<file path="src/rtl/cdb_pkg.sv">
// cdb_pkg: shared constants and types for the common data bus arbiter.
//   TAG_W, DATA_W : default tag and value widths of a broadcast
//   NUM_UNITS     : number of functional-unit result ports
//   UNIT_*        : requester index of each functional unit
//   unit_idx_t    : requester index / priority pointer type
package cdb_pkg;

    localparam int TAG_W     = 5;
    localparam int DATA_W    = 32;
    localparam int NUM_UNITS = 5;

    typedef logic [2:0] unit_idx_t;

    localparam unit_idx_t UNIT_ADD   = 3'd0;
    localparam unit_idx_t UNIT_LOGIC = 3'd1;
    localparam unit_idx_t UNIT_MUL   = 3'd2;
    localparam unit_idx_t UNIT_LOAD  = 3'd3;
    localparam unit_idx_t UNIT_STORE = 3'd4;

    // Index following idx in round-robin order, wrapping the last unit to 0.
    function automatic unit_idx_t next_unit(input unit_idx_t idx);
        return (idx == unit_idx_t'(NUM_UNITS - 1)) ? unit_idx_t'(0) : idx + unit_idx_t'(1);
    endfunction

endpackage

</file>
<file path="src/rtl/cdb_rr_pick.sv">
// rr_pick: combinational 5-input round-robin selector.
//   req       : request vector, bit i = requester i
//   ptr       : highest-priority index (0..NUM_UNITS-1)
//   grant     : one-hot grant of the first requester at or after ptr (or zero)
//   winner    : index of the granted requester (0 when none)
//   any_grant : at least one request was granted
module rr_pick
    import cdb_pkg::*;
(
    input  logic [NUM_UNITS-1:0] req,
    input  unit_idx_t            ptr,
    output logic [NUM_UNITS-1:0] grant,
    output unit_idx_t            winner,
    output logic                 any_grant
);

    logic [3:0] pos;

    always_comb begin
        grant     = '0;
        winner    = '0;
        any_grant = 1'b0;
        pos       = '0;
        for (int i = 0; i < NUM_UNITS; i++) begin
            // Walk ptr, ptr+1, ... modulo NUM_UNITS; first hit wins.
            pos = {1'b0, ptr} + 4'(i);
            if (pos >= 4'(NUM_UNITS)) begin
                pos = pos - 4'(NUM_UNITS);
            end
            if (!any_grant && req[pos[2:0]]) begin
                grant[pos[2:0]] = 1'b1;
                winner          = pos[2:0];
                any_grant       = 1'b1;
            end
        end
    end

endmodule

</file>
<file path="src/rtl/cdb_arbiter.sv">
// cdb_arbiter: round-robin arbiter and output register for the common data bus.
//   clk, rst                  : clock, asynchronous active-high reset
//   in_stall                  : downstream busy, suppresses all grants
//   in_request_/in_tag_/in_val_{add,logic,mul,load,store} : unit results
//   out_grant_{...}           : combinational grant, transfer on request && grant
//   out_broadcast             : registered one-cycle pulse per transfer
//   out_tag, out_val          : registered tag/value of the last transfer
module cdb_arbiter #(
    parameter int TAG_W  = cdb_pkg::TAG_W,
    parameter int DATA_W = cdb_pkg::DATA_W
) (
    input  logic              clk,
    input  logic              rst,
    input  logic              in_stall,
    input  logic              in_request_add,
    input  logic              in_request_logic,
    input  logic              in_request_mul,
    input  logic              in_request_load,
    input  logic              in_request_store,
    input  logic [TAG_W-1:0]  in_tag_add,
    input  logic [TAG_W-1:0]  in_tag_logic,
    input  logic [TAG_W-1:0]  in_tag_mul,
    input  logic [TAG_W-1:0]  in_tag_load,
    input  logic [TAG_W-1:0]  in_tag_store,
    input  logic [DATA_W-1:0] in_val_add,
    input  logic [DATA_W-1:0] in_val_logic,
    input  logic [DATA_W-1:0] in_val_mul,
    input  logic [DATA_W-1:0] in_val_load,
    input  logic [DATA_W-1:0] in_val_store,
    output logic              out_grant_add,
    output logic              out_grant_logic,
    output logic              out_grant_mul,
    output logic              out_grant_load,
    output logic              out_grant_store,
    output logic              out_broadcast,
    output logic [TAG_W-1:0]  out_tag,
    output logic [DATA_W-1:0] out_val
);

    import cdb_pkg::*;

    logic [NUM_UNITS-1:0] req_p0;
    logic [NUM_UNITS-1:0] grant_p0;
    unit_idx_t            winner_p0;
    logic                 vld_p0;
    logic [TAG_W-1:0]     tag_arr_p0 [NUM_UNITS];
    logic [DATA_W-1:0]    val_arr_p0 [NUM_UNITS];

    unit_idx_t            ptr_p1;
    logic                 vld_p1;
    logic [TAG_W-1:0]     tag_p1;
    logic [DATA_W-1:0]    val_p1;

    // Stage 0: bundle unit ports, gate with stall/reset, round-robin select.
    // Gating with rst keeps grants low during reset so no requester
    // believes its result was consumed by a void transfer.
    assign req_p0 = {in_request_store, in_request_load, in_request_mul,
                     in_request_logic, in_request_add} & {NUM_UNITS{!in_stall && !rst}};

    assign tag_arr_p0[UNIT_ADD]   = in_tag_add;
    assign tag_arr_p0[UNIT_LOGIC] = in_tag_logic;
    assign tag_arr_p0[UNIT_MUL]   = in_tag_mul;
    assign tag_arr_p0[UNIT_LOAD]  = in_tag_load;
    assign tag_arr_p0[UNIT_STORE] = in_tag_store;

    assign val_arr_p0[UNIT_ADD]   = in_val_add;
    assign val_arr_p0[UNIT_LOGIC] = in_val_logic;
    assign val_arr_p0[UNIT_MUL]   = in_val_mul;
    assign val_arr_p0[UNIT_LOAD]  = in_val_load;
    assign val_arr_p0[UNIT_STORE] = in_val_store;

    rr_pick u_rr_pick (
        .req       (req_p0),
        .ptr       (ptr_p1),
        .grant     (grant_p0),
        .winner    (winner_p0),
        .any_grant (vld_p0)
    );

    assign out_grant_add   = grant_p0[UNIT_ADD];
    assign out_grant_logic = grant_p0[UNIT_LOGIC];
    assign out_grant_mul   = grant_p0[UNIT_MUL];
    assign out_grant_load  = grant_p0[UNIT_LOAD];
    assign out_grant_store = grant_p0[UNIT_STORE];

    // Stage 1: broadcast register and priority pointer.
    always_ff @(posedge clk or posedge rst) begin
        if (rst) begin
            ptr_p1 <= '0;
            vld_p1 <= 1'b0;
            tag_p1 <= '0;
            val_p1 <= '0;
        end else begin
            vld_p1 <= vld_p0;
            if (vld_p0) begin
                ptr_p1 <= next_unit(winner_p0);
                tag_p1 <= tag_arr_p0[winner_p0];
                val_p1 <= val_arr_p0[winner_p0];
            end
        end
    end

    assign out_broadcast = vld_p1;
    assign out_tag       = tag_p1;
    assign out_val       = val_p1;

endmodule

</file>
<file path="config.mk">
export PLATFORM = sky130hd
export DESIGN_NAME = cdb_arbiter
export DESIGN_NICKNAME = d
export VERILOG_FILES = /design/src/rtl/cdb_pkg.sv /design/src/rtl/cdb_rr_pick.sv /design/src/rtl/cdb_arbiter.sv
export SDC_FILE = /design/constraint.sdc
export NUM_CORES = 1
export LEC_CHECK = 0
export ABC_AREA = 1
export BUFFER_PORTS_ARGS = -buffer_cell sky130_fd_sc_hd__buf_2
export CORE_UTILIZATION = 49
export CTS_BUF_LIST = sky130_fd_sc_hd__clkbuf_4 sky130_fd_sc_hd__clkbuf_8
export CTS_CLUSTER_DIAMETER = 30
export DETAILED_ROUTE_END_ITERATION = 12
export GPL_ROUTABILITY_DRIVEN = 0
export PLACE_DENSITY_LB_ADDON = 0.05
export SLEW_MARGIN = 20
export SYNTH_ARGS = -nofsm -noshare
export SYNTH_HDL_FRONTEND = slang
export SYNTH_HIERARCHICAL = 1
export SYNTH_SLANG_ARGS = --single-unit
</file>
<file path="constraint.sdc">
create_clock -name clk -period 4 [get_ports clk]
set_input_delay 0.8 -clock clk [delete_from_list [all_inputs] [get_ports clk]]
set_output_delay 0.8 -clock clk [all_outputs]
set_load 0.005 [all_outputs]
</file>
==> metrics.md, run 1 <==
| Metric | Value |
|---|---|
| Largest net degree at the start of global routing | `between 70 and 80` |
| First-pass GRT wire length | `around 23,000 um` |
| Clock root buffer | `clkbuf_8` |
| CP peak stage delay | `around 0.40 ns` |
| GR Overflow Total | `0` |
| Placement Setup Slack | `a little under 0.4 ns` |
| Ys async rst share | `100%` |
| Slew Limit Headroom | `about two fifths` |
| Drt total wl | `about 15,000 um` |
| Total of max-cap violations | `0` |
| Drt wl/cell | `approximately 12 um` |
| CTS H-Tree Depth | `2` |
| Final period util | `a little over nine tenths` |
| Core Box Area | `9860 um^2` |
| Skew final | `approximately 0.0094 ns` |
| Number of synthesized flops with an enable pin | `0` |
| First drt pass iteration count | `5` |
| Distinct cell type count after synthesis | `36` |
| Tmin final | `~3.8 ns` |
| Vias in the first global route | `5,182` |
| Total Die Area | `about 11,000 um^2` |
| Max Clk Rate | `around 260 MHz` |
| Tot GR Track Use | `27.8%` |
| Mux share of post-synthesis cell area | `0%` |
| Most used cell, CP | `nand2_1` |
| Initial Util | `between 50% and 60%` |
| Worst-Skew Late Latency | `roughly 0.3 ns` |
| TritonCTS clock tree | `yes` |
| Setup WS post-layout | `0.185 ns` |
| Hold Path Class | `reg -> reg` |
| Crit path kind | `reg -> out` |
| Final HPWL DP | `11,700 um` |
| Vias per Instance | `approximately 4.7` |
| Critical Path End Type | `output port` |
| Die height | `103 um` |
| CP arrival | `3.01 ns` |
| Die width | `between 100 and 150 um` |
| Layout cell share with drive strength beyond 1 | `around 28%` |
| Max-slew violation count | `0` |
| TritonCTS Buffers | `5` |
| Rows | `36` |
| Fin util | `around 65%` |
| CTS clk-pin slew, worst paths | `0.09 ns` |
| # DRC | `0` |
| Finish-stage setup viols | `0` |
| Synth Area in Simple Gates | `48.9%` |
| Setup Buffers After CTS | `0` |
| Commonest non-fill, non-tap cell in the layout | `nand2_1` |
| Initial antenna violation count | `1` |
| Largest family of logic cells by synthesized area | `simple AND/OR/NAND/NOR gates` |
| Iter 0 DRT Violations | `about 220` |
| Layout Nets | `about 1.4k` |
| Top Ports | `236` |
| Seq cells post-synth | `41` |
| Fillers | `approximately 1.0k` |
| Worst-Margin Slew | `0.897 ns` |
| CTS resizes | `0` |
| PortBufs | `235` |
| Via count | `between 6k and 7k` |
| Worst path slowest cell | `dfrtp_1` |
| FF-to-FF Start | `ptr_p1[0]$_DFFE_PP0P_` |
| Unrepaired setup endpoints after global routing | `no` |
| Worst-path fanout max | `7` |
| Main synth FF type | `dfrtp_1` |
| Synth warn | `6` |
| Mean Syn Cell Area | `around 5.3 um^2` |
| Hold_buf cts | `0` |
| Outcome | `finished, final reports clean` |
| Final hold violation count | `0` |
| CP required | `approximately 3.2 ns` |
| TNS Setup | `0 ns` |
| Hold_sp | `out_val[15]$_DFFE_PP0P_` |
| Worst-path cell chain | `inv_2 -> ha_1 -> inv_1 -> fa_1 -> inv_1 -> nand2_1 -> nand2_1 -> o21ai_0 -> nor2_1 -> nand3b_1 -> nand3_1 -> nand4_2 -> nor2_4 -> nand2_1 -> nand3b_1 -> buf_2` |
| Post-Syn Area | `between 5000 and 6000 um^2` |
| Synthesized Nets | `~1.2k` |
| XOR/XNOR Fraction of Synth Area | `0.843%` |
| Crit path launch | `ptr_p1[0]$_DFFE_PP0P_` |
| Mapped Cells | `956` |
| Most frequent cells in the layout | `nand2_1, buf_2, inv_1` |
| Area delta synth->final | `27.3%` |
| Compound-Gate Fraction of Synth Area | `about 6%` |
| Startpoint Class | `flip-flop` |
| # clock sinks | `just over 40` |
| Routed Antenna Nets | `0` |
| Register area share after synthesis | `between 20% and 30%` |
| Max Root-Sink Buffers | `2` |
| Adder-cell share of the synthesized area | `about 3.1%` |
==> Yosys cell counts (11+ instances only) <==
library cell | count | area, um^2
nand2_1 | 294 | 1100
inv_1 | 149 | 559
nor2_1 | 139 | 522
nand3_1 | 110 | 551
inv_2 | 44 | 165
dfrtp_1 | 41 | 1030
a21oi_1 | 38 | 190
clkinv_1 | 27 | 101
buf_2 | 22 | 110
clkbuf_1 | 11 | 41.3
ha_1 | 11 | 138
o21ai_0 | 11 | 55.1
==> metrics by stage <==
step	area [um^2]	instances	hold WS [ns]
floorplan	5040	956	0.512
global placement	6320	1297	0.494
detailed placement	6320	1297	0.504
CTS	6410	1305	0.526
global route	6420	1305	0.544
finish	6420	1306	0.521
==> path summary, 6_finish.rpt <==
| kind | to | slack, ns | cells after the start |
|---|---|---|---|
| min in group asynchronous | out_val[10]$_DFFE_PP0P_ | 0.69 | 2 |
| max | out_grant_store | 0.19 | 16 |
| max in group asynchronous | ptr_p1[1]$_DFFE_PP0P_ | 2.70 | 2 |
| min | out_val[15]$_DFFE_PP0P_ | 0.52 | 2 |
| max reg2reg | ptr_p1[0]$_DFFE_PP0P_ | 0.48 | 20 |
| min reg2reg | out_val[15]$_DFFE_PP0P_ | 0.52 | 2 |
==> critical path: cells and delay by family, from the launching register on <==
family          cells  cell delay (ns)
flops               1             0.40
simple gates        9             1.28
fa+ha+maj           2             0.56
buf+inv             4             0.41
compound gates      1             0.09
==> logic make-up after synthesis <==
family                     Yosys count
AOI/OAI and AO/OA                   58
xor gates and xnor gates             4
adders and majority gates           12
buffers and inverters              261
DFF                                 41
and+or+nand+nor                    580
==> sequential cells by signal, summed over array words and instances (netlist names) <==
register and cells:
ptr_p1 3, out_broadcast 1, out_tag 5, out_val 32
==> layout make-up <==
class / count / area, um^2 / area share [%]
Multi-Input combinational cell: 654 / 2990 / 46.6
Timing Repair Buffer: 249 / 1320 / 20.5
Sequential cell: 41 / 1030 / 16.0
Inverter: 220 / 826 / 12.9
Tap cell: 133 / 166 / 2.59
Clock buffer: 5 / 68.8 / 1.07
Clock inverter: 3 / 21.3 / 0.331
Antenna cell: 1 / 2.50 / 0.0390
==> per-layer routing <==
layer / GRT usage, % / vias to the layer above / share of wire (%)
met5: 0 / - / 0
met4: 6.28 / 0 / 1.7
met3: 5.78 / 21 / 7.7
met2: 48.9 / 222 / 49
met1: 34.9 / 2647 / 41
li1: - / 3257 / -
Power of run 1 is not shown: default switching activity piles up to over one toggle a cycle in this logic, so the estimate is an artifact.
==> inputs of run 2 (changes only) <==
--- a/config.mk
+++ b/config.mk
@@ -13,6 +13,7 @@
 export DETAILED_ROUTE_END_ITERATION = 12
 export GPL_ROUTABILITY_DRIVEN = 0
 export PLACE_DENSITY_LB_ADDON = 0.05
+export RECOVER_POWER = 50
 export SLEW_MARGIN = 20
 export SYNTH_ARGS = -nofsm -noshare
 export SYNTH_HDL_FRONTEND = slang
==> run 2 against run 1 <==
  * The flow now finishes with violations (max-capacitance violations, max-slew violations)
  * Sequential share of layout area rose by 0.053 points
  * Critical endpoint unchanged
  * Flip-flop and latch count is the same
  * Largest cell class unchanged
  * Die area unchanged
==> metrics.md, run 2 (synthesized netlist as in run 1, its figures left out) <==
| Metric | Value |
|---|---|
| Finish-stage setup viols | `0 (unchanged)` |
| Worst reg-to-reg setup slack | `0.47 ns (about the same)` |
| Via count | `6,122 (-0.41%)` |
| Worst-path cell chain | `inv_2 -> ha_1 -> inv_1 -> fa_1 -> inv_1 -> nand2_1 -> nand2_1 -> o21ai_0 -> nor2_1 -> nand3b_1 -> nand3_1 -> nand4_2 -> nor2_4 -> nand2_1 -> nand3b_1 -> buf_2` |
| Violated checks | `max-capacitance violations, max-slew violations` |
| Initial Util | `51.1% (unchanged)` |
| Vias per Instance | `4.69 (-0.41%)` |
| Tmin final | `3.80 ns (-0.00989 ns)` |
| Startpoint Class | `flip-flop` |
| Most frequent cells in the layout | `nand2_1, buf_2, inv_1` |
| Largest net degree at the start of global routing | `77 (unchanged)` |
| TNS Setup | `0 ns (unchanged)` |
| Die height | `103 um (unchanged)` |
| Commonest non-fill, non-tap cell in the layout | `nand2_1` |
| Hold Path Class | `reg -> reg` |
| First-pass GRT wire length | `23,500 um (unchanged)` |
| Placement Setup Slack | `0.395 ns (unchanged)` |
| Final HPWL DP | `11,700 um (unchanged)` |
| Outcome | `finished with violations` |
| TritonCTS clock tree | `yes` |
| Core Box Area | `9860 um^2 (unchanged)` |
| Initial antenna violation count | `1 (unchanged)` |
| Setup Buffers After CTS | `0 (unchanged)` |
| Drt total wl | `15,300 um (+0.14%)` |
| Die width | `103 um (unchanged)` |
| Largest register FFs | `32 (unchanged)` |
| Worst-path fanout max | `7 (unchanged)` |
| Routed Antenna Nets | `0 (unchanged)` |
| Max Root-Sink Buffers | `2 (unchanged)` |
| Vias in the first global route | `5,182 (unchanged)` |
| TritonCTS Buffers | `5 (unchanged)` |
| Drt wl/cell | `11.7 um (+0.14%)` |
| CTS clk-pin slew, worst paths | `0.09 ns (about the same)` |
| CP peak stage delay | `0.40 ns (about the same)` |
| Worst-Margin Slew | `1.62 ns (+0.722 ns)` |
| Layout cell share with drive strength beyond 1 | `26.6% (-1.5 points)` |
| Buffers & Inverters on Critical Path | `4 (unchanged)` |
| # DRC | `0 (unchanged)` |
| Fin util | `64.9% (-0.22 points)` |
| Tot GR Track Use | `27.8% (unchanged)` |
| R2R depth | `20 (unchanged)` |
| Most used cell, CP | `nand2_1` |
| WHS Endpoint | `out_val[28]$_DFFE_PP0P_` |
| Crit path kind | `reg -> out` |
| Area delta synth->final | `26.9%` |
| FF-to-FF Start | `ptr_p1[0]$_DFFE_PP0P_` |
| First drt pass iteration count | `5 (unchanged)` |
| Critical Path End Type | `output port` |
| Clock root buffer | `clkbuf_8` |
| CTS H-Tree Depth | `2 (unchanged)` |
| PortBufs | `235 (unchanged)` |
| Iter 0 DRT Violations | `220 (+0.92%)` |
| Stages on worst setup path | `16 (unchanged)` |
| Max-slew violation count | `42 (+42)` |
| CP delay by family, top | `simple AND/OR/NAND/NOR gates` |
| GR Overflow Total | `0 (unchanged)` |
| Top Ports | `236 (unchanged)` |
| Final period util | `95.1% (-0.25 points)` |
| CP arrival | `3.00 ns (about the same)` |
| CP required | `3.20 ns (about the same)` |
| Unrepaired setup endpoints after global routing | `no` |
| RR Endpoint | `ptr_p1[0]$_DFFE_PP0P_` |
| Worst-Skew Late Latency | `0.30 ns (about the same)` |
| # clock sinks | `41 (unchanged)` |
| Worst path slowest cell | `dfrtp_1` |
| Hold path cells | `2 (unchanged)` |
| Hold_sp | `out_val[28]$_DFFE_PP0P_` |
| Total of max-cap violations | `1 (+1)` |
| Final hold violation count | `0 (unchanged)` |
| Rows | `36 (unchanged)` |
| Setup WS post-layout | `0.195 ns (+0.00989 ns)` |
| Layout Nets | `1,376 (unchanged)` |
| Slew Limit Headroom | `-8.09% (-48 points)` |
| Total Die Area | `10,700 um^2 (unchanged)` |
| Skew final | `0.00877 ns (-0.000600 ns)` |
| Max Clk Rate | `263 MHz (+0.26%)` |
-- run 2: final cells by class --
class                   instances  area, um^2
well taps                     133         166
clock inverters                 3        21.3
flip-flops and latches         41        1030
fillers                      1003        3470
diodes                          1        2.50
repair buffers                249        1300
multi-input cells             654        2990
inverters                     220         826
clock buffers                   5        68.8
-- run 2: through the flow --
step | std cells | area [um^2] | hold slack, ns
detailed placement | 1297 | 6320 | 0.504
CTS | 1305 | 6410 | 0.526
floorplan | 956 | 5040 | 0.512
global route | 1305 | 6400 | 0.549
finish | 1306 | 6400 | 0.525
global placement | 1297 | 6320 | 0.494
-- run 2: worst max path at each step --
stage / from / end / slack (ns)
6_report: ptr_p1[0]$_DFFE_PP0P_ / out_grant_store / 0.20
3_5_place_dp: ptr_p1[1]$_DFFE_PP0P_ / ptr_p1[2]$_DFFE_PP0P_ / 0.39
4_1_cts: ptr_p1[1]$_DFFE_PP0P_ / out_grant_store / 0.05
5_1_grt: ptr_p1[1]$_DFFE_PP0P_ / out_grant_store / 0.02
2_1_floorplan: ptr_p1[0]$_DFFE_PP0P_ / ptr_p1[1]$_DFFE_PP0P_ / 0.66
3_3_place_gp: ptr_p1[1]$_DFFE_PP0P_ / out_grant_store / 0.43
-- run 2: timing repair --
item,in CTS,in global routing
endpoints found under the setup margin,0,5
hold buffers,0,0
gates resized for setup,0,3
-- run 2: metal layers --
layer,global-route usage (%),part of all wire (%),vias up
li1,-,-,3258
met4,6.28,1.7,0
met1,34.9,42,2639
met2,48.9,49,204
met5,0,0,-
met3,5.78,7.2,21
-- run 2: worst min-delay path, delay by kind of cell, from the launching register on --
family             cells  cell delay [ns]
AOI/OAI and AO/OA      1             0.10
DFF                    1             0.35
and+or+nand+nor        1             0.04
Power of run 2 is left out for the same reason.
